===== src/rtl/fetch_unit_pkg.sv =====
// Shared definitions for the instruction-fetch front end.
//  - redirect_kind_e : how decode asks to steer the next fetch
//  - fetch_state_e   : fetch FSM state encoding
package fetch_unit_pkg;

  typedef enum logic [1:0] {
    RK_BRANCH = 2'b00,  // pc-relative, only when the branch is taken
    RK_JUMP   = 2'b01,  // absolute target from imm
    RK_JR     = 2'b10,  // absolute target from a register
    RK_JAL    = 2'b11   // absolute target from imm, link address consumed by decode
  } redirect_kind_e;

  typedef enum logic {
    ST_FETCH = 1'b0,    // ROM address presented, waiting out the read latency
    ST_VALID = 1'b1     // instruction held toward decode until accepted
  } fetch_state_e;

endpackage


===== src/rtl/fetch_unit_if.sv =====
// Bus bundle between the fetch unit, the instruction ROM and decode.
// master : fetch unit side (drives ROM address and the decode-facing outputs)
// slave  : ROM + decode side (drives ROM data, ready, redirect and flush)
interface fetch_unit_if #(
  parameter int unsigned ADDR_W = 32'd8,
  parameter int unsigned DATA_W = 32'd32
);
  logic [ADDR_W-1:0] rom_addr;
  logic [DATA_W-1:0] rom_q;
  logic              instr_valid;
  logic              instr_ready;
  logic [DATA_W-1:0] instr;
  logic [ADDR_W-1:0] instr_pc;
  logic [ADDR_W-1:0] link_addr;
  logic              redirect_valid;
  logic [1:0]        redirect_kind;
  logic              branch_taken;
  logic [15:0]       imm;
  logic [DATA_W-1:0] jr_target;
  logic              flush_valid;
  logic [ADDR_W-1:0] flush_pc;
  logic [31:0]       fetch_count;

  modport master (
    output rom_addr, instr_valid, instr, instr_pc, link_addr, fetch_count,
    input  rom_q, instr_ready, redirect_valid, redirect_kind, branch_taken,
           imm, jr_target, flush_valid, flush_pc
  );

  modport slave (
    input  rom_addr, instr_valid, instr, instr_pc, link_addr, fetch_count,
    output rom_q, instr_ready, redirect_valid, redirect_kind, branch_taken,
           imm, jr_target, flush_valid, flush_pc
  );

endinterface


===== src/rtl/fetch_unit_next_pc_calc.sv =====
// Next-PC resolution for the instruction currently being accepted by decode.
// Ports:
//  instr_pc_i       address of the accepted instruction
//  redirect_valid_i decode is redirecting the stream
//  kind_i           redirect kind (branch / jump / jr / jal)
//  taken_i          branch condition, meaningful for branches only
//  imm_i            16-bit immediate of the accepted instruction
//  jr_target_i      register value used by jr
//  next_pc_o        address of the next fetch (all arithmetic mod 2^ADDR_W)
module fetch_unit_next_pc_calc
  import fetch_unit_pkg::*;
#(
  parameter int unsigned ADDR_W = 32'd8,
  parameter int unsigned DATA_W = 32'd32
) (
  input  logic [ADDR_W-1:0] instr_pc_i,
  input  logic              redirect_valid_i,
  input  logic [1:0]        kind_i,
  input  logic              taken_i,
  input  logic [15:0]       imm_i,
  input  logic [DATA_W-1:0] jr_target_i,
  output logic [ADDR_W-1:0] next_pc_o
);

  logic [ADDR_W-1:0] seq_pc_s;
  logic              unused_s;

  assign seq_pc_s = instr_pc_i + ADDR_W'(1);
  // Bits above ADDR_W never influence the target.
  assign unused_s = ^{imm_i, jr_target_i};

  // Target selection. Because ADDR_W <= 16, sign-extending imm and then
  // truncating to ADDR_W is simply its low ADDR_W bits.
  always_comb begin
    next_pc_o = seq_pc_s;
    if (redirect_valid_i) begin
      case (redirect_kind_e'(kind_i))
        RK_BRANCH: begin
          if (taken_i) begin
            next_pc_o = seq_pc_s + imm_i[ADDR_W-1:0];
          end else begin
            next_pc_o = seq_pc_s;
          end
        end
        RK_JUMP, RK_JAL: next_pc_o = imm_i[ADDR_W-1:0];
        RK_JR:           next_pc_o = jr_target_i[ADDR_W-1:0];
        default:         next_pc_o = seq_pc_s;
      endcase
    end else begin
      next_pc_o = seq_pc_s;
    end
  end

endmodule


===== src/rtl/fetch_unit.sv =====
// Instruction-fetch front end: owns the PC, drives the synchronous ROM,
// waits out ROM_LAT cycles and holds each instruction toward decode on a
// valid/ready handshake. Only one fetch is outstanding at a time.
// Ports:
//  clk    system clock
//  reset  asynchronous active-high reset
//  bus    fetch_unit_if.master: ROM address/data, decode handshake,
//         redirect inputs, flush, link address and fetch counter
module fetch_unit
  import fetch_unit_pkg::*;
#(
  parameter int unsigned ADDR_W   = 32'd8,
  parameter int unsigned DATA_W   = 32'd32,
  parameter int unsigned ROM_LAT  = 32'd1,
  parameter int unsigned RESET_PC = 32'd0,
  parameter int unsigned LINK_OFS = 32'd2
) (
  input  logic         clk,
  input  logic         reset,
  fetch_unit_if.master bus
);

  localparam int unsigned     LAT_W    = $clog2(ROM_LAT + 32'd1);
  localparam logic [LAT_W-1:0] LAT_LAST = LAT_W'(ROM_LAT);
  localparam logic [ADDR_W-1:0] PC_RST  = ADDR_W'(RESET_PC);

  fetch_state_e      state_q, state_d;
  logic [LAT_W-1:0]  lat_cnt_q, lat_cnt_d;
  logic [ADDR_W-1:0] pc_q, pc_d;
  logic [ADDR_W-1:0] instr_pc_q, instr_pc_d;
  logic [DATA_W-1:0] instr_q, instr_d;
  logic              instr_valid_q, instr_valid_d;
  logic [31:0]       fetch_count_q, fetch_count_d;
  logic [ADDR_W-1:0] next_pc_s;
  logic              handshake_s;

  assign handshake_s = instr_valid_q & bus.instr_ready;

  fetch_unit_next_pc_calc #(
    .ADDR_W(ADDR_W),
    .DATA_W(DATA_W)
  ) u_next_pc (
    .instr_pc_i      (instr_pc_q),
    .redirect_valid_i(bus.redirect_valid),
    .kind_i          (bus.redirect_kind),
    .taken_i         (bus.branch_taken),
    .imm_i           (bus.imm),
    .jr_target_i     (bus.jr_target),
    .next_pc_o       (next_pc_s)
  );

  // Next-state logic. Flush wins over everything, including a handshake in
  // the same cycle; restarting FETCH also drops any data still in the ROM.
  always_comb begin
    state_d       = state_q;
    lat_cnt_d     = lat_cnt_q;
    pc_d          = pc_q;
    instr_pc_d    = instr_pc_q;
    instr_d       = instr_q;
    instr_valid_d = instr_valid_q;
    fetch_count_d = fetch_count_q;
    if (bus.flush_valid) begin
      state_d       = ST_FETCH;
      lat_cnt_d     = {LAT_W{1'b0}};
      pc_d          = bus.flush_pc;
      instr_valid_d = 1'b0;
    end else begin
      case (state_q)
        ST_FETCH: begin
          if (lat_cnt_q == LAT_LAST) begin
            instr_d       = bus.rom_q;
            instr_pc_d    = pc_q;
            instr_valid_d = 1'b1;
            state_d       = ST_VALID;
          end else begin
            lat_cnt_d = lat_cnt_q + LAT_W'(1);
          end
        end
        ST_VALID: begin
          if (handshake_s) begin
            fetch_count_d = fetch_count_q + 32'd1;
            pc_d          = next_pc_s;
            lat_cnt_d     = {LAT_W{1'b0}};
            instr_valid_d = 1'b0;
            state_d       = ST_FETCH;
          end else begin
            state_d = ST_VALID;
          end
        end
        default: begin
          state_d       = ST_FETCH;
          lat_cnt_d     = {LAT_W{1'b0}};
          instr_valid_d = 1'b0;
        end
      endcase
    end
  end

  // State and output registers.
  always_ff @(posedge clk or posedge reset) begin
    if (reset) begin
      state_q       <= ST_FETCH;
      lat_cnt_q     <= {LAT_W{1'b0}};
      pc_q          <= PC_RST;
      instr_pc_q    <= PC_RST;
      instr_q       <= {DATA_W{1'b0}};
      instr_valid_q <= 1'b0;
      fetch_count_q <= 32'd0;
    end else begin
      state_q       <= state_d;
      lat_cnt_q     <= lat_cnt_d;
      pc_q          <= pc_d;
      instr_pc_q    <= instr_pc_d;
      instr_q       <= instr_d;
      instr_valid_q <= instr_valid_d;
      fetch_count_q <= fetch_count_d;
    end
  end

  // The PC register is the ROM address, so it only moves on entry to FETCH.
  assign bus.rom_addr    = pc_q;
  assign bus.instr_valid = instr_valid_q;
  assign bus.instr       = instr_q;
  assign bus.instr_pc    = instr_pc_q;
  assign bus.link_addr   = instr_pc_q + ADDR_W'(LINK_OFS);
  assign bus.fetch_count = fetch_count_q;

endmodule


===== src/flat_wrapper.sv =====
// flat-port wrapper written by rule: the top's interface ports become plain ports
module fetch_unit_flat import fetch_unit_pkg::*;
#(
  parameter int unsigned ADDR_W   = 32'd8,
  parameter int unsigned DATA_W   = 32'd32,
  parameter int unsigned ROM_LAT  = 32'd1,
  parameter int unsigned RESET_PC = 32'd0,
  parameter int unsigned LINK_OFS = 32'd2
)
  (clk, reset, bus_rom_addr, bus_instr_valid, bus_instr, bus_instr_pc, bus_link_addr, bus_fetch_count, bus_rom_q, bus_instr_ready, bus_redirect_valid, bus_redirect_kind, bus_branch_taken, bus_imm, bus_jr_target, bus_flush_valid, bus_flush_pc);
  fetch_unit_if #(.ADDR_W(ADDR_W), .DATA_W(DATA_W)) bus_i ();
  input  logic clk;
  input  logic reset;
  output wire logic [$bits(bus_i.rom_addr)-1:0] bus_rom_addr;
  output wire logic [$bits(bus_i.instr_valid)-1:0] bus_instr_valid;
  output wire logic [$bits(bus_i.instr)-1:0] bus_instr;
  output wire logic [$bits(bus_i.instr_pc)-1:0] bus_instr_pc;
  output wire logic [$bits(bus_i.link_addr)-1:0] bus_link_addr;
  output wire logic [$bits(bus_i.fetch_count)-1:0] bus_fetch_count;
  input wire logic [$bits(bus_i.rom_q)-1:0] bus_rom_q;
  input wire logic [$bits(bus_i.instr_ready)-1:0] bus_instr_ready;
  input wire logic [$bits(bus_i.redirect_valid)-1:0] bus_redirect_valid;
  input wire logic [$bits(bus_i.redirect_kind)-1:0] bus_redirect_kind;
  input wire logic [$bits(bus_i.branch_taken)-1:0] bus_branch_taken;
  input wire logic [$bits(bus_i.imm)-1:0] bus_imm;
  input wire logic [$bits(bus_i.jr_target)-1:0] bus_jr_target;
  input wire logic [$bits(bus_i.flush_valid)-1:0] bus_flush_valid;
  input wire logic [$bits(bus_i.flush_pc)-1:0] bus_flush_pc;
  assign bus_rom_addr = bus_i.rom_addr;
  assign bus_instr_valid = bus_i.instr_valid;
  assign bus_instr = bus_i.instr;
  assign bus_instr_pc = bus_i.instr_pc;
  assign bus_link_addr = bus_i.link_addr;
  assign bus_fetch_count = bus_i.fetch_count;
  assign bus_i.rom_q = bus_rom_q;
  assign bus_i.instr_ready = bus_instr_ready;
  assign bus_i.redirect_valid = bus_redirect_valid;
  assign bus_i.redirect_kind = bus_redirect_kind;
  assign bus_i.branch_taken = bus_branch_taken;
  assign bus_i.imm = bus_imm;
  assign bus_i.jr_target = bus_jr_target;
  assign bus_i.flush_valid = bus_flush_valid;
  assign bus_i.flush_pc = bus_flush_pc;
  fetch_unit #(.ADDR_W(ADDR_W), .DATA_W(DATA_W), .ROM_LAT(ROM_LAT), .RESET_PC(RESET_PC), .LINK_OFS(LINK_OFS)) u_core (.clk(clk), .reset(reset), .bus(bus_i));
endmodule

===== config.mk =====
export PLATFORM = sky130hd
export DESIGN_NAME = fetch_unit_flat
export DESIGN_NICKNAME = d
export VERILOG_FILES = /design/src/rtl/fetch_unit_pkg.sv /design/src/rtl/fetch_unit_if.sv /design/src/rtl/fetch_unit_next_pc_calc.sv /design/src/rtl/fetch_unit.sv /design/src/flat_wrapper.sv
export SDC_FILE = /design/constraint.sdc
export NUM_CORES = 1
export LEC_CHECK = 0
export CORE_MARGIN = 8
export CORE_UTILIZATION = 39
export CTS_CLUSTER_DIAMETER = 50
export DETAILED_ROUTE_END_ITERATION = 7
export PLACE_DENSITY = 0.78
export SYNTH_ARGS = -nofsm -noshare
export SYNTH_HDL_FRONTEND = slang
export SYNTH_SLANG_ARGS = --single-unit

===== constraint.sdc =====
create_clock -name clk -period 2.8 [get_ports clk]
set_clock_uncertainty 0.2 [all_clocks]
set_input_delay 0.56 -clock clk [delete_from_list [all_inputs] [get_ports clk]]
set_output_delay 0.56 -clock clk [all_outputs]
set_load 0.01 [all_outputs]

==> results_tabular.tex, run 1 <==
\begin{tabular}{lr}
\hline
Metric & Value \\
\hline
\multicolumn{2}{l}{\textbf{Outcome}} \\
Status & finished with violations \\
Violations in the final reports & setup timing \\
\multicolumn{2}{l}{\textbf{Worst setup path}} \\
Highest fanout seen on the critical path & 2 \\
Register-to-Register Path Depth & 10 \\
Req. time, crit path & between 2000 and 3000 ps \\
Count of cell instances traversed by the critical path & 10 \\
Sort of element at the end of the critical path & flip-flop \\
Crit path kind & reg2reg \\
Number of buffer and inverter stages on the critical path & 0 \\
Cell-by-cell trace of the critical path & ha\_4 > nand3\_4 > nor2\_4 > xor2\_2 > ha\_1 > a2111o\_1 > o22ai\_2 > mux2i\_1 > mux2i\_1 > or3\_1 \\
Critical Path Source Type & flip-flop \\
Most Frequent Cell on Critical Path & mux2i\_1 \\
Slowest cell delay on critical path & roughly 420 ps \\
Setup slack on the worst flop-to-flop path & -20 ps \\
CP Data Arrival Time & between 2000 and 3000 ps \\
Cell family with the largest share of critical-path delay & compound AO/OA/AOI/OAI gates \\
Slowest cell on crit path & a2111o\_1 \\
\multicolumn{2}{l}{\textbf{Layout}} \\
Fraction of layout cells with a size suffix above 1 & between 20\% and 30\% \\
Layout overhead on the synthesized area & 52.90\% \\
Fillcell total & between 900 and 1000 \\
Final net count & around 680 \\
Antenna diodes & 0 \\
\multicolumn{2}{l}{\textbf{Pwr}} \\
PnR Total Power & 4.086 mW \\
Highest ir drop seen on vdd & approximately 0.00035 V \\
PwrDens & between 600 and 700 nW/um2 \\
Leakage power of the design & between 2 and 3 nW \\
\multicolumn{2}{l}{\textbf{Floorplanning}} \\
Core outline area & approximately 11000 um2 \\
Die Span Y & 120.5 um \\
I/O pin cnt & between 150 and 200 \\
Area of the die & around 15000 um2 \\
DIE WIDTH & 120.5 um \\
Initial standard-cell utilization of the core & between 30\% and 40\% \\
Floorplan row count & 38 \\
\multicolumn{2}{l}{\textbf{Clock network}} \\
Number of hold buffers added after CTS & 0 \\
CTS HTree Levels & 3 \\
TritonCTS clock tree & built \\
Clk\_lat worst skew & between 300 and 400 ps \\
Number of buffers between clock root and the deepest sink & 2 \\
Clock transition time at the flip-flop clock pins of the worst setup and hold paths & $\sim$80 ps \\
Number of buffers created by CTS & 9 \\
Root buffer selected by CTS & clkbuf\_8 \\
Total number of clock tree sinks & 83 \\
\multicolumn{2}{l}{\textbf{Worst hold path}} \\
Type of the most critical hold path & reg2reg \\
Hold depth & 1 \\
\multicolumn{2}{l}{\textbf{Synth}} \\
Seq/Total Area, Yosys & around half \\
Post-synth cell types & 52 \\
Flip-flop cell with the highest count after synthesis & dfrtp\_1 \\
Total of flip-flops plus latches after synthesis & 83 \\
Post-synth EDFFs & 0 \\
Netlist area before placement & 4255 um2 \\
Yosys warning total & 0 \\
Post-Syn Nets & just under 500 \\
Post-synthesis instance total & $\sim$380 \\
Post-Syn Area per Cell & 11.11 um2 \\
Fraction of registers with async set or reset after synthesis & 100.0\% \\
\multicolumn{2}{l}{\textbf{Detailed routing}} \\
Number of design-rule violations left by the first detailed-router iteration & around 260 \\
DR pass1 iterations & 4 \\
Vias & 3647 \\
Aggregate routed wire length & about 12000 um \\
Vias per std cell & slightly above 5 \\
Remaining antenna violation count & 0 \\
WL/cell & $\sim$17 um \\
Residual DRC & 0 \\
\multicolumn{2}{l}{\textbf{STA}} \\
Fin Setup TNS & -18.58 ps \\
Least-Margin Pin Slew & $\sim$440 ps \\
Final count of pins violating max slew & 0 \\
Highest achievable clock rate & 354.8 MHz \\
Final setup fails & 1 \\
Endpoints failing hold & 0 \\
Final min period & about 2800 ps \\
Tcrit/Tclk final & 100.7\% \\
Relative slew slack & between 70\% and 80\% \\
Final setup slack of the worst path & -18.58 ps \\
Unrepaired setup endpoints after global routing & true \\
\multicolumn{2}{l}{\textbf{Global routing}} \\
Pin count of the biggest net entering global routing & 84 \\
First-pass GRT wire length & $\sim$19000 um \\
All-Layer GR Usage & between 15 and 20\% \\
Antenna violations before repair & 0 \\
Via count of the first global-routing pass & about 3800 \\
Total congestion overflow after global routing & 0 \\
\multicolumn{2}{l}{\textbf{Placement}} \\
Final estimated routing congestion in global placement & around 0.93 \\
Half-perimeter wire length of the detailed placement result & 9309 um \\
Port Buffers & $\sim$150 \\
\multicolumn{2}{l}{\textbf{Job}} \\
Max-cap violations & 0 \\
\hline
\end{tabular}
[layout by cell type, fill, tap and decap left out, types with 11 or more instances in the layout]
| cell type | n |
|---|---|
| buf_4 | 37 |
| clkdlybuf4s50_1 | 150 |
| dfrtp_1 | 82 |
| mux2_2 | 39 |
| nand2_1 | 28 |
| nand3_1 | 14 |
| nand4_1 | 13 |
| nor2_1 | 23 |
| o21ai_0 | 16 |
| xnor2_1 | 29 |
| xor2_1 | 11 |
[metrics by stage]
step           hold WS, ps  worst slack, ps  cell area [um2]  utilization (%)  cells
3_3_place_gp         261.0           -256.0             6181            57.52    694
4_1_cts              287.4           -44.23             6432            59.86    712
6_report             296.5           -18.58             6506            60.55    713
3_5_place_dp         273.4           -239.9             6181            57.52    694
2_1_floorplan        303.9           -125.8             4260                -    383
5_1_grt              306.9           -123.0             6506            60.55    713
[cell usage after synthesis (all sizes together) (2+ instances only)]
| cell type | count | area share (%) |
|---|---|---|
| a22oi | 2 | 0.35 |
| mux2i | 2 | 0.47 |
| a211o | 2 | 0.41 |
| o21ai | 17 | 2.0 |
| a211oi | 2 | 0.35 |
| xnor2 | 32 | 6.6 |
| nand2 | 29 | 2.6 |
| and4 | 4 | 0.82 |
| nand4 | 15 | 2.9 |
| a221o | 2 | 0.47 |
| inv | 11 | 0.97 |
| nor3 | 6 | 0.82 |
| or3 | 2 | 0.29 |
| mux2 | 39 | 10 |
| o221ai | 2 | 0.41 |
| o22ai | 3 | 0.44 |
| dfrtp | 83 | 49 |
| ha | 11 | 3.2 |
| o41ai | 2 | 0.41 |
| clkbuf | 8 | 0.71 |
| nor2 | 26 | 2.5 |
| xor2 | 13 | 2.7 |
| nor2b | 2 | 0.29 |
| o31ai | 2 | 0.35 |
| a31oi | 2 | 0.29 |
| and3 | 2 | 0.29 |
| a22o | 2 | 0.41 |
| nand3 | 15 | 1.8 |
| nor4 | 2 | 0.79 |
| nor3b | 2 | 0.59 |
| buf | 9 | 1.1 |
| a21o | 2 | 0.35 |
| nand2b | 5 | 0.91 |
| a21oi | 12 | 1.4 |
| o211ai | 3 | 0.53 |
[report_power, final]
group / internal [mW] / leakage (nW) / switching, mW / total [mW]
Sequential: 1.39 / 1.04 / 0.152 / 1.54
Clock: 0.432 / 0.0954 / 0.420 / 0.852
Combinational: 0.986 / 1.62 / 0.708 / 1.69
[registers in the layout (all words and copies together) (netlist names)]
| register | cells |
|---|---|
| u_core.lat_cnt_q | 1 |
| u_core.bus.instr_pc | 8 |
| u_core.bus.instr_valid | 1 |
| u_core.state_q | 1 |
| u_core.bus.fetch_count | 32 |
| u_core.bus.rom_addr | 8 |
| u_core.bus.instr | 32 |
[worst reg2reg max path: stages (launching register included)]
cell	delay (ps)
dfrtp_1	410
ha_4	170
nand3_4	90
nor2_4	130
xor2_2	200
ha_1	280
a2111o_1	420
o22ai_2	160
mux2i_1	250
mux2i_1	90
or3_1	300
[area by class of cell]
cell class / instances / area [um2] / area share, %
Clock buffer: 11 / 141.4 / 2.173
Clock inverter: 4 / 51.30 / 0.7885
Inverter: 11 / 45.04 / 0.6923
Multi-Input combinational cell: 272 / 2167 / 33.31
Sequential cell: 83 / 2078 / 31.94
Tap cell: 140 / 175.2 / 2.692
Timing Repair Buffer: 192 / 1848 / 28.40
[metal layers]
| metal | share of wire [%] | up-vias | GRT usage (%) |
|---|---|---|---|
| met4 | 2.9 | 0 | 8.197 |
| met3 | 6.1 | 19 | 3.403 |
| met1 | 41 | 1778 | 18.55 |
| li1 | - | 1728 | - |
| met2 | 50 | 122 | 28.13 |
| met5 | 0 | - | 0 |
[cell families after synthesis]
| family | synth area share, % |
|---|---|
| simple gates | 15.38 |
| flops | 48.81 |
| compound gates | 9.262 |
| xor+xnor | 9.262 |
| mux | 10.79 |
| buf+inv | 2.793 |
| fa+ha+maj | 3.705 |
[worst paths after layout]
check                                           startpoint                          to
worst max-delay path                u_core.bus.instr_pc[1]      u_core.bus.rom_addr[7]
worst min-delay path            u_core.bus.fetch_count[31]  u_core.bus.fetch_count[31]
worst max register to register      u_core.bus.instr_pc[1]      u_core.bus.rom_addr[7]
worst min register to register  u_core.bus.fetch_count[31]  u_core.bus.fetch_count[31]
max in group asynchronous                            reset      u_core.bus.instr_pc[0]
min in group asynchronous                            reset        u_core.bus.instr[28]
[repair_timing]
action                     in CTS  in global routing
setup endpoints to repair       2                  6
pin swaps                       8                 12
gates resized for setup         8                 13
buffers inserted                3                  1
Power figures use the tool's default switching activity.
==> inputs of run 2 (changes only) <==
--- a/config.mk
+++ b/config.mk
@@ -10,6 +10,7 @@
 export CTS_CLUSTER_DIAMETER = 50
 export DETAILED_ROUTE_END_ITERATION = 7
 export PLACE_DENSITY = 0.78
+export SETUP_SLACK_MARGIN = 0.15
 export SYNTH_ARGS = -nofsm -noshare
 export SYNTH_HDL_FRONTEND = slang
 export SYNTH_SLANG_ARGS = --single-unit
==> run 2 against run 1 <==
  * The run still ends with setup timing left
  * Combinational power is 8% higher
  * Sequential cell count is the same
  * Final area grew 2.3%
  * Total power rose by 3.4%
  * Register-to-register slack worse by 20 ps
  * Critical path depth did not move
  * First-iteration DRC count grew 3.9%
  * Setup slack worse by 20 ps
  * Fmax is 0.69% lower
  * Critical endpoint unchanged
==> results_tabular.tex, run 2 (synthesis results as in run 1) <==
\begin{tabular}{lr}
\hline
Metric & Value \\
\hline
\multicolumn{2}{l}{\textbf{Clock network}} \\
Number of hold buffers added after CTS & 0 (unchanged) \\
Number of buffers created by CTS & 9 (unchanged) \\
Total number of clock tree sinks & 83 (unchanged) \\
Number of buffers between clock root and the deepest sink & 2 (unchanged) \\
TritonCTS clock tree & built \\
Clk\_lat worst skew & 350 ps (about the same) \\
Clock transition time at the flip-flop clock pins of the worst setup and hold paths & 80 ps (about the same) \\
CTS HTree Levels & 3 (unchanged) \\
Root buffer selected by CTS & clkbuf\_8 \\
\multicolumn{2}{l}{\textbf{Pwr}} \\
PwrDens & 634.5 nW/um2 (+1.0\%) \\
Leakage power of the design & 2.831 nW (+2.7\%) \\
Highest ir drop seen on vdd & 0.0004081 V (+16\%) \\
\multicolumn{2}{l}{\textbf{Worst hold path}} \\
Type of the most critical hold path & reg2reg \\
\multicolumn{2}{l}{\textbf{Detailed routing}} \\
Number of design-rule violations left by the first detailed-router iteration & 266 (+3.9\%) \\
Aggregate routed wire length & 12280 um (+2.6\%) \\
DR pass1 iterations & 4 (unchanged) \\
Remaining antenna violation count & 0 (unchanged) \\
Vias & 3674 (+0.74\%) \\
Residual DRC & 0 (unchanged) \\
WL/cell & 17.08 um (+1.8\%) \\
Vias per std cell & 5.110 (-0.10\%) \\
\multicolumn{2}{l}{\textbf{Placement}} \\
Placement Cell Area & 6181 um2 (unchanged) \\
Half-perimeter wire length of the detailed placement result & 9309 um (unchanged) \\
Final estimated routing congestion in global placement & 0.9271 (unchanged) \\
Port Buffers & 152 (unchanged) \\
\multicolumn{2}{l}{\textbf{Outcome}} \\
Violations in the final reports & setup timing \\
Status & finished with violations \\
\multicolumn{2}{l}{\textbf{STA}} \\
Fin Setup TNS & -38.19 ps (-19.61 ps) \\
Final min period & 2838 ps (+19.61 ps) \\
Unrepaired setup endpoints after global routing & true \\
Tcrit/Tclk final & 101.4\% (+0.70 points) \\
Least-Margin Pin Slew & 437.8 ps (+0.9491 ps) \\
Endpoints failing hold & 0 (unchanged) \\
Final setup slack of the worst path & -38.19 ps (-19.61 ps) \\
Final count of pins violating max slew & 0 (unchanged) \\
Highest achievable clock rate & 352.3 MHz (-0.69\%) \\
Relative slew slack & 70.81\% (about the same) \\
Final setup fails & 1 (unchanged) \\
\multicolumn{2}{l}{\textbf{Global routing}} \\
Total congestion overflow after global routing & 0 (unchanged) \\
Via count of the first global-routing pass & 3776 (+0.64\%) \\
Antenna violations before repair & 0 (unchanged) \\
First-pass GRT wire length & 19040 um (+0.15\%) \\
Pin count of the biggest net entering global routing & 84 (unchanged) \\
All-Layer GR Usage & 16.24\% (+0.031 points) \\
\multicolumn{2}{l}{\textbf{Floorplanning}} \\
Die Span Y & 120.5 um (unchanged) \\
Core outline area & 10750 um2 (unchanged) \\
Area of the die & 14510 um2 (unchanged) \\
Initial standard-cell utilization of the core & 39.60\% (unchanged) \\
DIE WIDTH & 120.5 um (unchanged) \\
Floorplan row count & 38 (unchanged) \\
I/O pin cnt & 185 (unchanged) \\
\multicolumn{2}{l}{\textbf{Layout}} \\
Commonest non-fill, non-tap cell in the layout & clkdlybuf4s50\_1 \\
Final net count & 683 (+0.89\%) \\
Fraction of layout cells with a size suffix above 1 & 23.32\% (+2.2 points) \\
Antenna diodes & 0 (unchanged) \\
Fin area & 6658 um2 (+2.3\%) \\
Layout overhead on the synthesized area & 56.45\% \\
Fillcell total & 881 (-2.2\%) \\
Commonest cells after routing, fill and taps aside & clkdlybuf4s50\_1, dfrtp\_1, buf\_4 \\
\multicolumn{2}{l}{\textbf{Worst setup path}} \\
Req. time, crit path & 2830 ps (about the same) \\
CP Data Arrival Time & 2870 ps (+20 ps) \\
Crit path kind & reg2reg \\
Highest fanout seen on the critical path & 2 (unchanged) \\
Sort of element at the end of the critical path & flip-flop \\
Critical Path Source Type & flip-flop \\
\multicolumn{2}{l}{\textbf{Job}} \\
Max-cap violations & 0 (unchanged) \\
\hline
\end{tabular}
run 2: final timing paths:
check	from	slack (ps)	endpoint	depth (start not counted)
setup / recovery	u_core.bus.instr_pc[1]	-40	u_core.bus.rom_addr[7]	10
hold / removal	u_core.bus.fetch_count[31]	300	u_core.bus.fetch_count[31]	1
setup reg to reg	u_core.bus.instr_pc[1]	-40	u_core.bus.rom_addr[7]	10
hold reg to reg	u_core.bus.fetch_count[31]	300	u_core.bus.fetch_count[31]	1
max in group asynchronous	reset	1550	u_core.bus.instr_pc[0]	3
min in group asynchronous	reset	470	u_core.bus.instr[28]	3
run 2: repair_timing:
action                     CTS  global route
buffers inserted             3             7
gates cloned                 0             0
pin swaps                   10            26
setup endpoints to repair   10             6
gates resized for setup     17            26
run 2: where the power goes:
group | internal (mW) | switching [mW] | total (mW) | leakage, nW
clock network | 0.432 | 0.420 | 0.853 | 0.0954
registers | 1.39 | 0.155 | 1.54 | 1.04
logic | 1.06 | 0.774 | 1.83 | 1.70
total | 2.87 | 1.35 | 4.22 | 2.83
run 2: cell type report:
class / count / area [um2] / share of cell area [%]
Multi-Input combinational cell: 272 / 2258 / 33.92
Tap cell: 140 / 175.2 / 2.631
Timing Repair Buffer: 198 / 1904 / 28.60
Sequential cell: 83 / 2078 / 31.22
Clock buffer: 11 / 141.4 / 2.124
Inverter: 11 / 48.80 / 0.7329
Clock inverter: 4 / 51.30 / 0.7705
run 2: stage by stage:
| step | power [mW] | instances | util (%) | setup WS [ps] | hold slack, ps |
|---|---|---|---|---|---|
| floorplan | 2.272 | 383 | - | -125.8 | 303.9 |
| global placement | 3.118 | 694 | 57.52 | -256.0 | 261.0 |
| detailed placement | 3.164 | 694 | 57.52 | -239.9 | 273.4 |
| CTS | 4.089 | 712 | 60.21 | -44.23 | 287.4 |
| global route | 4.449 | 719 | 61.96 | -148.2 | 306.9 |
| finish | 4.224 | 719 | 61.96 | -38.19 | 296.5 |
run 2: worst max-delay path, stage by stage, from the launching register on:
cell	delay, ps
dfrtp_1	420
ha_4	170
nand3_4	90
nor2_4	130
xor2_2	220
ha_1	280
a2111o_1	420
o22ai_2	140
mux2i_1	250
mux2i_1	90
or3_1	300
run 2: routing by layer:
layer | up-vias | wire, um | track usage, %
li1 | 1743 | - | -
met1 | 1795 | 4933 | 18.47
met2 | 117 | 6309 | 28.38
met3 | 19 | 693 | 3.357
met4 | 0 | 342 | 8.197
met5 | - | 0 | 0
